File: src/rtl/bit_serial_logic_ctrl.sv
// bit_serial_logic_ctrl
// Time-multiplexes a single 1-bit gate slice (AND/OR/XOR/NAND) across a
// WIDTH-bit word, LSB first, one bit per clock. A request is taken with a
// start/busy/done handshake. The assembled result and a zero flag are held
// until the next accepted request.
module bit_serial_logic_ctrl #(
    parameter int WIDTH = 16
) (
    input  logic             clock,
    input  logic             reset_n,
    input  logic             start,
    input  logic [1:0]       op,
    input  logic [WIDTH-1:0] a,
    input  logic [WIDTH-1:0] b,
    output logic             busy,
    output logic             done,
    output logic [WIDTH-1:0] out,
    output logic             zr
);

    localparam int CNT_W = (WIDTH > 1) ? $clog2(WIDTH) : 1;
    localparam logic [CNT_W-1:0] LAST_BIT = CNT_W'(WIDTH - 1);

    localparam logic [1:0] S_IDLE = 2'd0;
    localparam logic [1:0] S_RUN  = 2'd1;
    localparam logic [1:0] S_DONE = 2'd2;

    logic [1:0]       state;
    logic [WIDTH-1:0] sh_a;
    logic [WIDTH-1:0] sh_b;
    logic [1:0]       op_q;
    logic [CNT_W-1:0] cnt;
    logic             slice_bit;

    // The shared gate cell: one result bit from one bit of each operand.
    function automatic logic gate_slice(input logic x, input logic y,
                                        input logic [1:0] sel);
        logic r;
        case (sel)
            2'b00:   r = x & y;
            2'b01:   r = x | y;
            2'b10:   r = x ^ y;
            default: r = ~(x & y);
        endcase
        return r;
    endfunction

    // Slice is fed from the LSBs of the operand shift registers.
    always_comb begin
        slice_bit = gate_slice(sh_a[0], sh_b[0], op_q);
    end

    // Sequencer: accept, step WIDTH bits, pulse done, return to idle.
    // The counter holds at the last bit index instead of wrapping.
    always_ff @(posedge clock) begin
        if (!reset_n) begin
            state <= S_IDLE;
            sh_a  <= '0;
            sh_b  <= '0;
            op_q  <= 2'b00;
            cnt   <= '0;
            out   <= '0;
        end else begin
            case (state)
                S_IDLE: begin
                    if (start) begin
                        sh_a  <= a;
                        sh_b  <= b;
                        op_q  <= op;
                        cnt   <= '0;
                        out   <= '0;
                        state <= S_RUN;
                    end
                end
                S_RUN: begin
                    // New bit enters at the MSB; after WIDTH steps bit i lands at out[i].
                    out  <= {slice_bit, out[WIDTH-1:1]};
                    sh_a <= sh_a >> 1;
                    sh_b <= sh_b >> 1;
                    if (cnt == LAST_BIT) begin
                        state <= S_DONE;
                    end else begin
                        cnt <= cnt + CNT_W'(1);
                    end
                end
                S_DONE: begin
                    state <= S_IDLE;
                end
                default: begin
                    state <= S_IDLE;
                end
            endcase
        end
    end

    // Status outputs decoded straight from state and the result register.
    always_comb begin
        busy = (state == S_RUN);
        done = (state == S_DONE);
        zr   = ~|out;
    end

endmodule

File: config.mk
export PLATFORM = sky130hd
export DESIGN_NAME = bit_serial_logic_ctrl
export DESIGN_NICKNAME = d
export VERILOG_FILES = /design/src/rtl/bit_serial_logic_ctrl.sv
export SDC_FILE = /design/constraint.sdc
export NUM_CORES = 1
export LEC_CHECK = 0
export BUFFER_PORTS_ARGS = -buffer_cell sky130_fd_sc_hd__buf_2
export CAP_MARGIN = 20
export CORE_MARGIN = 3
export CORE_UTILIZATION = 53
export DETAILED_ROUTE_END_ITERATION = 7
export GPL_ROUTABILITY_DRIVEN = 0
export PLACE_DENSITY = 0.79
export REMOVE_ABC_BUFFERS = 1
export SYNTH_ARGS = -nofsm -noshare
export SYNTH_HDL_FRONTEND = slang
export SYNTH_SLANG_ARGS = --single-unit
File: constraint.sdc
create_clock -name clock -period 1.94 [get_ports clock]
set_input_delay 0.097 -clock clock [delete_from_list [all_inputs] [get_ports clock]]
set_output_delay 0.097 -clock clock [all_outputs]
set_load 0.03 [all_outputs]
==> key figures, run 1 <==
Power and ir drop
  – Clk network pwr share: 0.332
  – Internal Power: around 0.0018 W
  – Seq pwr share: 0.537
  – Power Total: 0.00233 W
  – Peak supply drop: around 500 uV
  – P_leak: roughly 1.3 nW
  – Gate power share: 0.131
  – Pwr/cell area: approximately 820 mW/mm^2
  – Sw power: approximately 0.00058 W
  – Switching fraction of total power: 0.249

Finish
  – Commonest non-fill, non-tap cells in the layout: dfxtp_1 (56), buf_2 (55), nor2_1 (40)
  – Non-Filler Instances: 364
  – # fillers: a little under 400
  – Layout area overhead: 16.6%
  – Fin nets: ~350
  – Commonest non-fill, non-tap cell in the layout: dfxtp_1
  – Layout cells sized above 1: 0.304
  – Antenna Cells: 0
  – Core Util, Final: 0.648

STA
  – Period utilization: 0.833
  – Setup violators final: 0
  – Fmax: roughly 620 MHz
  – Worst Max-Slew Pin Slew: around 0.58 ns
  – RSZ-0062 raised after global routing: no
  – Setup ws final: 0.324 ns
  – Clock Skew: 0.00999 ns
  – Worst relative slew slack: 0.614
  – Slew Limit Fails: 0
  – Post-layout min period: 1.62 ns
  – Fin. Hold Viols: 0

Critical path
  – Critical Path Slowest Stage Cell: dfxtp_1
  – Crit path arrival time: 1.52 ns
  – Worst setup EP type: output pin
  – Worst setup startpoint: state[1]$_SDFFE_PN0P_
  – Critical path launch point type: register
  – CP required: 1.84 ns
  – R2r startpoint: cnt[0]$_SDFFE_PN0P_
  – Critical Path, Cell by Cell: nand2b_1 -> inv_1 -> buf_2
  – Crit Path Class: reg -> out
  – Crit-path max cell delay: between 0.5 and 0.6 ns
  – CP Max Fanout: 11

Die
  – Row count: 24
  – Initial Util: 0.556
  – Die Y: between 70 and 80 um
  – Die Area: 0.00548 mm^2
  – Core area: 0.00441 mm^2
  – Die Span X: 74.0 um
  – I/O pin count: 56

Clock network
  – Clock transition at path regs: ~0.10 ns
  – TritonCTS clock tree: yes
  – Post CTS Setup Buffer Count: 0
  – Hold buffer count at cts: 0
  – H-tree levels: 2
  – Clock Tree Root: clkbuf_8
  – Post-cts sizing count: 0
  – Max clock buf depth: 2
  – Num CTS Buffers: 5
  – Clk sinks: 56
  – Worst-Skew Late Latency: between 0.3 and 0.4 ns

Drt
  – Total number of vias: 2095
  – DRT Wirelength: roughly 5.2 mm
  – Routed vias/inst: roughly 5.8
  – Post-DR wirelength/cell: ~14 um
  – Drt drc: 0
  – Drt pass-1 iters: 4
  – Initial detailed-routing violation count: 135
  – Final ANT Viol Nets: 0

Synth
  – Mux share of post-synthesis cell area: 0.00816
  – Sequential fraction of the synthesis area: 0.457
  – Synthesis Warnings: 0
  – Combinational family with the most area after synthesis: compound AO/OA/AOI/OAI gates
  – Xor-xnor portion of the synthesized cell area: 0
  – Post-Synth Adder-Cell Area: 0.0153
  – Synth Register Bits: 56
  – Syn avg cell area: about 9.3 um^2
  – Synth Area in Compound Gates: 0.276
  – Cells after synthesis: between 200 and 300
  – Synthesized area: approximately 0.0025 mm^2
  – Synth Area in Simple Gates: 0.193
  – Post-synthesis cell type count: 37

Place
  – PortBufs: 55
  – Place WS: roughly 0.46 ns
  – Post-Place Cells: around 360
  – Hpwl dp: 3.53 mm

Global routing
  – Vias in the first global route: 1912
  – GRT Residual Overflow: 0
  – Largest net degree at the start of global routing: 46
  – Initial antenna violation count: 0
  – First-pass GRT wire length: ~8.5 mm
  – All-Layer GR Usage: 0.196

Hold path
  – Worst Hold Launch: op[0]
  – Hold Path Class: in -> reg

Run status
  – Status: completed

Flow run
  – Max-cap viol count: 0
[state kept, by name, summed over array words and instances, names as in the netlist]
signal / cells
sh_a: 16
cnt: 4
op_q: 2
sh_b: 16
state: 2
out: 16
[cell usage after synthesis]
cell | number | area (um^2)
a211o_1 | 1 | 8.76
o221a_2 | 21 | 236
o31ai_1 | 1 | 7.51
a32o_1 | 1 | 10.0
a21oi_1 | 27 | 135
nor2_4 | 1 | 11.3
nor2_2 | 1 | 6.26
or3_1 | 1 | 6.26
and3_1 | 3 | 18.8
nor4_1 | 4 | 25.0
a21o_1 | 3 | 22.5
o21ba_2 | 1 | 10.0
a22o_1 | 15 | 131
nand2_1 | 3 | 11.3
buf_2 | 8 | 40.0
mux2i_1 | 2 | 20.0
or3b_4 | 1 | 11.3
ha_1 | 3 | 37.5
inv_1 | 5 | 18.8
nand2b_1 | 4 | 25.0
o21ai_0 | 4 | 20.0
clkbuf_1 | 12 | 45.0
and2_1 | 1 | 6.26
or4_1 | 1 | 7.51
buf_6 | 1 | 11.3
and4_1 | 2 | 17.5
o311a_1 | 1 | 10.0
nand3_1 | 1 | 5.00
nand4b_1 | 1 | 8.76
dfxtp_1 | 56 | 1120
o21bai_1 | 1 | 7.51
nor2b_1 | 23 | 144
buf_4 | 1 | 7.51
nor2_1 | 40 | 150
nand3b_1 | 2 | 15.0
nor3_1 | 1 | 5.00
o221ai_1 | 9 | 78.8
[power groups by stage]
stage                     Sequential [W]  Clock, W  Combinational [W]
after global placement           0.00128         0           0.000302
after detailed placement         0.00128         0           0.000308
after CTS                        0.00125  0.000785           0.000309
after global routing             0.00126  0.000827           0.000344
final                            0.00125  0.000775           0.000306
after floorplan                  0.00128         0           0.000189
[final timing paths]
check / endpoint / slack [ns] / cells past startpoint
min reg2reg: sh_b[15]$_SDFFE_PN0P_ / 0.48 / 2
max: busy / 0.32 / 3
max reg2reg: cnt[3]$_SDFFE_PN0P_ / 0.42 / 4
min: op_q[0]$_SDFFE_PN0P_ / 0.03 / 3
[metal layers]
layer	vias to the layer above	routed length [um]	GRT usage
li1	1059	-	-
met1	983	2380	0.247
met2	49	2460	0.328
met3	4	309	0.0514
met4	0	43	0.0604
met5	-	0	0
[worst max-delay path: cells and delay by family, from the launching register on]
| family | cells | cell delay [ns] |
|---|---|---|
| and+or+nand+nor | 1 | 0.34 |
| buffers and inverters | 2 | 0.35 |
| DFF | 1 | 0.53 |
[cell type report]
type	count	area (um^2)	area share
multi-input cells	180	1210	0.423
clock inverters	2	38.8	0.0136
flip-flops and latches	56	1120	0.392
clock buffers	6	72.6	0.0254
well taps	52	65.1	0.0227
inverters	5	18.8	0.00656
repair buffers	63	335	0.117
[logic make-up after synthesis]
group	Yosys count
muxes	2
and+or+nand+nor	90
AOI/OAI and AO/OA	85
buffers and inverters	27
adders and majority gates	3
DFF	56
[metrics by stage]
step	cell area, um^2	hold WS [ns]	setup TNS (ns)
global placement	2750	0.343	0
global route	2860	0.0511	0
finish	2860	0.0271	0
detailed placement	2750	0.357	0
CTS	2860	0.0247	0
floorplan	2350	0.228	-1.66
Note: power is estimated with default switching activity, not from simulation.
==> run 2: changes to the inputs <==
==> constraint.sdc (replaced) <==
create_clock -name clock -period 1.59 [get_ports clock]
set_input_delay 0.0795 -clock clock [delete_from_list [all_inputs] [get_ports clock]]
set_output_delay 0.0795 -clock clock [all_outputs]
set_load 0.03 [all_outputs]
==> run 2 against run 1 <==
Die area did not move. Clock-buffer cell count fell by 1. Clock skew fell by 0.0039 ns. Clock power rose by 23%. Utilization rose by 0.77 points. Non-clock buffer count rose by 3. Highest routed layer unchanged.
==> key figures, run 2 (same netlist as run 1, synthesis figures left out) <==
Critical path
  – R2r startpoint: cnt[0]$_SDFFE_PN0P_
  – Worst setup startpoint: cnt[0]$_SDFFE_PN0P_
  – Worst setup EP type: register
  – Critical Path Slowest Stage Cell: or4_1
  – CP top delay family: simple AND/OR/NAND/NOR gates
  – CP endpoint: cnt[3]$_SDFFE_PN0P_
  – Critical Path, Cell by Cell: ha_1 -> and4_4 -> or4_1 -> a21oi_1
  – Reg2Reg Setup Slack: roughly 0.12 ns
  – Critical R2R Capture: cnt[3]$_SDFFE_PN0P_
  – Crit-path max cell delay: ~0.47 ns
  – Reg2Reg Depth: 4
  – Crit Path Class: reg -> reg
  – CP Max Fanout: 6
  – Critical path buffer and inverter count: 0
  – Worst path depth: 4
  – CP required: 1.84 ns
  – Crit path arrival time: roughly 1.7 ns
  – Critical path launch point type: register

Drt
  – Post-DR wirelength/cell: between 10 and 15 um
  – Drt drc: 0
  – Drt pass-1 iters: 4
  – DRT Wirelength: between 5 and 6 mm
  – Total number of vias: 2120
  – Initial detailed-routing violation count: between 150 and 200
  – Final ANT Viol Nets: 0
  – Routed vias/inst: about 5.8

Global routing
  – Initial antenna violation count: 0
  – Largest net degree at the start of global routing: 35
  – First-pass GRT wire length: around 8.5 mm
  – All-Layer GR Usage: 0.196
  – Vias in the first global route: 1883
  – GRT Residual Overflow: 0

Finish
  – Fin nets: between 300 and 400
  – Layout area overhead: 18.0%
  – Antenna Cells: 0
  – # fillers: between 300 and 400
  – Non-Filler Instances: 367
  – Commonest non-fill, non-tap cells in the layout: dfxtp_1 (56), buf_2 (55), nor2_1 (40)
  – Multi-input gate area: 0.00121 mm^2
  – Commonest non-fill, non-tap cell in the layout: dfxtp_1
  – Register area: about 0.0011 mm^2
  – Core Util, Final: 0.656
  – Top flop regs: out: 16 flops, sh_a: 16 flops, sh_b: 16 flops
  – Layout cells sized above 1: 0.317

Clock network
  – Clk sinks: 56
  – Clock Tree Root: clkbuf_8
  – Max clock buf depth: 2
  – Clock transition at path regs: around 0.1 ns
  – Num CTS Buffers: 5
  – Worst-Skew Late Latency: between 0.3 and 0.4 ns
  – TritonCTS clock tree: yes
  – H-tree levels: 2

Place
  – PortBufs: 55
  – Post-Place Cells: around 360
  – Hpwl dp: between 3 and 4 mm

Power and ir drop
  – Peak supply drop: around 530 uV
  – Sw power: just over 0.0007 W
  – Seq pwr share: 0.533
  – Power Total: roughly 0.0029 W
  – P_leak: approximately 1.3 nW
  – Switching fraction of total power: 0.253
  – Internal Power: 0.00214 W
  – Gate power share: 0.134
  – Pwr/cell area: roughly 990 mW/mm^2
  – Clk network pwr share: 0.333

STA
  – Fmax: just under 700 MHz
  – RSZ-0062 raised after global routing: no
  – Setup violators final: 0
  – Fin. Hold Viols: 0
  – Period utilization: 0.927
  – Worst relative slew slack: 0.601
  – Slew Limit Fails: 0
  – Worst Max-Slew Pin Slew: roughly 0.6 ns
  – Clock Skew: 0.00608 ns
  – Post-layout min period: between 1 and 1.5 ns

Hold path
  – Hold Path Class: in -> reg

Die
  – Initial Util: 0.556
  – Row count: 24
  – Die Y: about 74 um
  – I/O pin count: between 50 and 60
  – Die Area: 0.00548 mm^2
  – Core area: approximately 0.0044 mm^2
  – Die Span X: around 74 um

Flow run
  – Max-cap viol count: 0

Run status
  – Status: completed
## run 2: cell types whose count changed in the layout (fill, tap and decap cells not counted)
cell           before  now
buf_4               8   10
and4_1              2    1
and4_4              0    1
clkbuf_1            1    0
clkinvlp_4          0    1
dlygate4sd3_1       0    1
nand2b_1            4    3
nand2b_2            0    1
## run 2: worst min-delay path by stage
stage / from / end / slack, ns / cells after the start
final: op[0] / op_q[0]$_SDFFE_PN0P_ / 0.02 / 3
after global routing: op[0] / op_q[0]$_SDFFE_PN0P_ / 0.03 / 3
after global placement: op[1] / op_q[1]$_SDFFE_PN0P_ / 0.32 / 3
after detailed placement: op[1] / op_q[1]$_SDFFE_PN0P_ / 0.33 / 3
after CTS: op[0] / op_q[0]$_SDFFE_PN0P_ / 0.01 / 3
after floorplan: reset_n / cnt[2]$_SDFFE_PN0P_ / 0.21 / 1
## run 2: what timing repair did
action | 4_1_cts | 5_1_grt
gates resized for setup | 0 | 3
setup buffers | 0 | 0
hold buffers | 1 | 0
hold endpoints to repair | 1 | 0
setup endpoints to repair | 0 | 2
## run 2: final cells by class
class | count | share of cell area
Timing Repair Buffer | 66 | 0.124
Clock buffer | 5 | 0.0238
Clock inverter | 3 | 0.0160
Sequential cell | 56 | 0.387
Inverter | 5 | 0.00648
Multi-Input combinational cell | 180 | 0.420
Tap cell | 52 | 0.0225
## run 2: power groups by stage
stage          combinational [W]  clock, W  sequential (W)
5_1_grt                 0.000429   0.00102         0.00154
6_report                0.000384  0.000957         0.00153
4_1_cts                 0.000385  0.000968         0.00153
3_5_place_dp            0.000380         0         0.00156
3_3_place_gp            0.000371         0         0.00156
2_1_floorplan           0.000231         0         0.00156
## run 2: routing by layer
metal  share of wire  vias up  wire length (um)  track usage
met5               0        -                 0            0
met4          0.0092        0                49       0.0423
met3           0.038        7               202       0.0500
met2            0.48       33              2540        0.322
met1            0.48     1013              2540        0.260
li1                -     1067                 -            -
## run 2: worst min-delay path, cell delays in order
cell	delay (ns)
buf_2	0.08
mux2i_1	0.06
nor2_1	0.08
## run 2: metrics by stage
| stage | hold slack (ns) | TNS, ns | instance area [um^2] | worst slack [ns] |
|---|---|---|---|---|
| 5_1_grt | 0.0343 | 0 | 2900 | 0.0387 |
| 6_report | 0.0190 | 0 | 2900 | 0.117 |
| 3_5_place_dp | 0.328 | 0 | 2770 | 0.0905 |
| 2_1_floorplan | 0.211 | -16.44 | 2350 | -0.521 |
| 3_3_place_gp | 0.323 | 0 | 2770 | 0.128 |
| 4_1_cts | 0.0141 | 0 | 2890 | 0.0734 |
==> run 3: changes to the inputs <==
--- a/config.mk
+++ b/config.mk
@@ -9,8 +9,10 @@
 export CAP_MARGIN = 20
 export CORE_MARGIN = 3
 export CORE_UTILIZATION = 53
+export CTS_CLUSTER_DIAMETER = 120
 export DETAILED_ROUTE_END_ITERATION = 7
 export GPL_ROUTABILITY_DRIVEN = 0
+export HOLD_SLACK_MARGIN = 0.08
 export PLACE_DENSITY = 0.79
 export REMOVE_ABC_BUFFERS = 1
 export SYNTH_ARGS = -nofsm -noshare
==> run 3 against run 2 <==
Utilization increased by 1.8 points. Design area increased by 2.8%. Power increased by 0.64%. Non-clock buffer count increased by 8. Die area unchanged. Hold slack improved by 0.055 ns. Clock-buffer cell count unchanged.
==> key figures, run 3 (same netlist as run 1, synthesis figures left out) <==
Run status
  – Status: completed

Critical path
  – CP Max Fanout: 4
  – R2r startpoint: cnt[0]$_SDFFE_PN0P_
  – Critical Path, Cell by Cell: nor4_1 -> and4_1 -> buf_2
  – Critical path buffer and inverter count: 1
  – CP top delay family: simple AND/OR/NAND/NOR gates
  – Critical Path Slowest Stage Cell: dfxtp_1
  – Worst path depth: 3
  – CP required: 1.51 ns
  – Crit-path max cell delay: approximately 0.35 ns
  – CP endpoint: zr
  – Crit Path Class: reg -> out
  – Critical path launch point type: register
  – Worst setup startpoint: out[6]$_SDFFE_PN0P_
  – Reg2Reg Setup Slack: roughly 0.12 ns
  – Crit path arrival time: between 1 and 1.5 ns
  – Critical R2R Capture: cnt[3]$_SDFFE_PN0P_
  – Worst setup EP type: output pin
  – Reg2Reg Depth: 4

Power and ir drop
  – Peak supply drop: 560 uV
  – P_leak: 1.34 nW
  – Pwr/cell area: slightly below 1000 mW/mm^2
  – Power Total: about 0.0029 W

STA
  – Fmax: about 680 MHz
  – Period utilization: 0.925
  – Worst Max-Slew Pin Slew: about 0.61 ns
  – Fin. Hold Viols: 0
  – Worst relative slew slack: 0.595
  – Clock Skew: roughly 0.0064 ns
  – Post-layout min period: around 1.5 ns
  – Setup violators final: 0
  – RSZ-0062 raised after global routing: no
  – Slew Limit Fails: 0

Finish
  – Fin nets: roughly 360
  – Commonest non-fill, non-tap cells in the layout: dfxtp_1 (56), buf_2 (55), nor2_1 (40)
  – Top flop regs: out: 16 flops, sh_a: 16 flops, sh_b: 16 flops
  – Commonest non-fill, non-tap cell in the layout: dfxtp_1
  – Layout area overhead: 21.3%
  – Antenna Cells: 0
  – Final instance area: about 0.0030 mm^2
  – Layout cells sized above 1: 0.310

Global routing
  – Vias in the first global route: between 1.5k and 2k
  – Largest net degree at the start of global routing: 35
  – Initial antenna violation count: 0
  – GRT Residual Overflow: 0
  – First-pass GRT wire length: 8.70 mm
  – All-Layer GR Usage: 0.199

Drt
  – Final ANT Viol Nets: 0
  – Initial detailed-routing violation count: 178
  – Drt pass-1 iters: 4
  – Routed vias/inst: ~5.7
  – Drt drc: 0
  – DRT Wirelength: between 5 and 6 mm
  – Post-DR wirelength/cell: around 14 um
  – Total number of vias: 2155

Clock network
  – Post CTS Setup Buffer Count: 0
  – Max clock buf depth: 2
  – Num CTS Buffers: 5
  – Clock Tree Root: clkbuf_8
  – Clock transition at path regs: around 0.1 ns
  – H-tree levels: 2
  – Clk sinks: between 50 and 60
  – TritonCTS clock tree: yes
  – Worst-Skew Late Latency: 0.31 ns

Flow run
  – Max-cap viol count: 0

Die
  – Die Y: 74.0 um
  – Die Span X: 74.0 um
  – Row count: 24
  – I/O pin count: between 50 and 60
  – Die Area: 0.00548 mm^2
  – Initial Util: 0.556
  – Core area: 0.00441 mm^2

Hold path
  – Hold Path Class: in -> reg

Place
  – PortBufs: 55
  – Hpwl dp: 3.56 mm
  – Area after DPL: about 0.0028 mm^2
==> run 3: what timing repair did <==
item                                    CTS  global route
hold buffers                              9             0
endpoints found under the hold margin     9             0
endpoints found under the setup margin    0             2
gates resized for setup                   0             3
==> run 3: per-stage QoR <==
step	setup TNS [ns]	hold slack, ns	worst slack (ns)	utilization	cells
2_1_floorplan	-16.44	0.211	-0.521	-	241
3_3_place_gp	0	0.323	0.128	0.626	358
3_5_place_dp	0	0.328	0.0905	0.626	358
4_1_cts	0	0.0821	0.0734	0.673	375
5_1_grt	0	0.106	0.0387	0.674	375
6_report	0	0.0744	0.119	0.674	375
==> run 3: how the worst min path moves through the flow <==
stage             from                   end  slack [ns]  depth (start not counted)
2_1_floorplan  reset_n   cnt[2]$_SDFFE_PN0P_        0.21                          1
3_3_place_gp     op[1]  op_q[1]$_SDFFE_PN0P_        0.32                          3
3_5_place_dp     op[1]  op_q[1]$_SDFFE_PN0P_        0.33                          3
4_1_cts           b[1]  sh_b[1]$_SDFFE_PN0P_        0.08                          3
5_1_grt           b[0]  sh_b[0]$_SDFFE_PN0P_        0.11                          3
6_report          b[0]  sh_b[0]$_SDFFE_PN0P_        0.07                          3
==> run 3: power by group <==
| group | total [W] | internal (W) | switching (W) |
|---|---|---|---|
| Clock | 0.000959 | 0.000475 | 0.000484 |
| Combinational | 0.000400 | 0.000200 | 0.000200 |
| Sequential | 0.00153 | 0.00148 | 0.0000488 |
==> run 3: cell type report <==
type | instances | area [um^2]
timing repair buffer | 74 | 440
multi-input combinational | 180 | 1210
inverter | 5 | 18.8
fill | 367 | 1440
sequential | 56 | 1120
clock inverter | 3 | 46.3
tap | 52 | 65.1
clock buffer | 5 | 68.8
==> run 3: tightest hold or removal path, stage by stage <==
cell	delay, ns
buf_2	0.07
o221ai_1	0.09
a21oi_1	0.11
==> run 3: metal layers <==
metal  part of all wire  track usage
met1               0.47        0.262
met2               0.48        0.333
met3              0.038       0.0500
met4             0.0091       0.0423
met5                  0            0
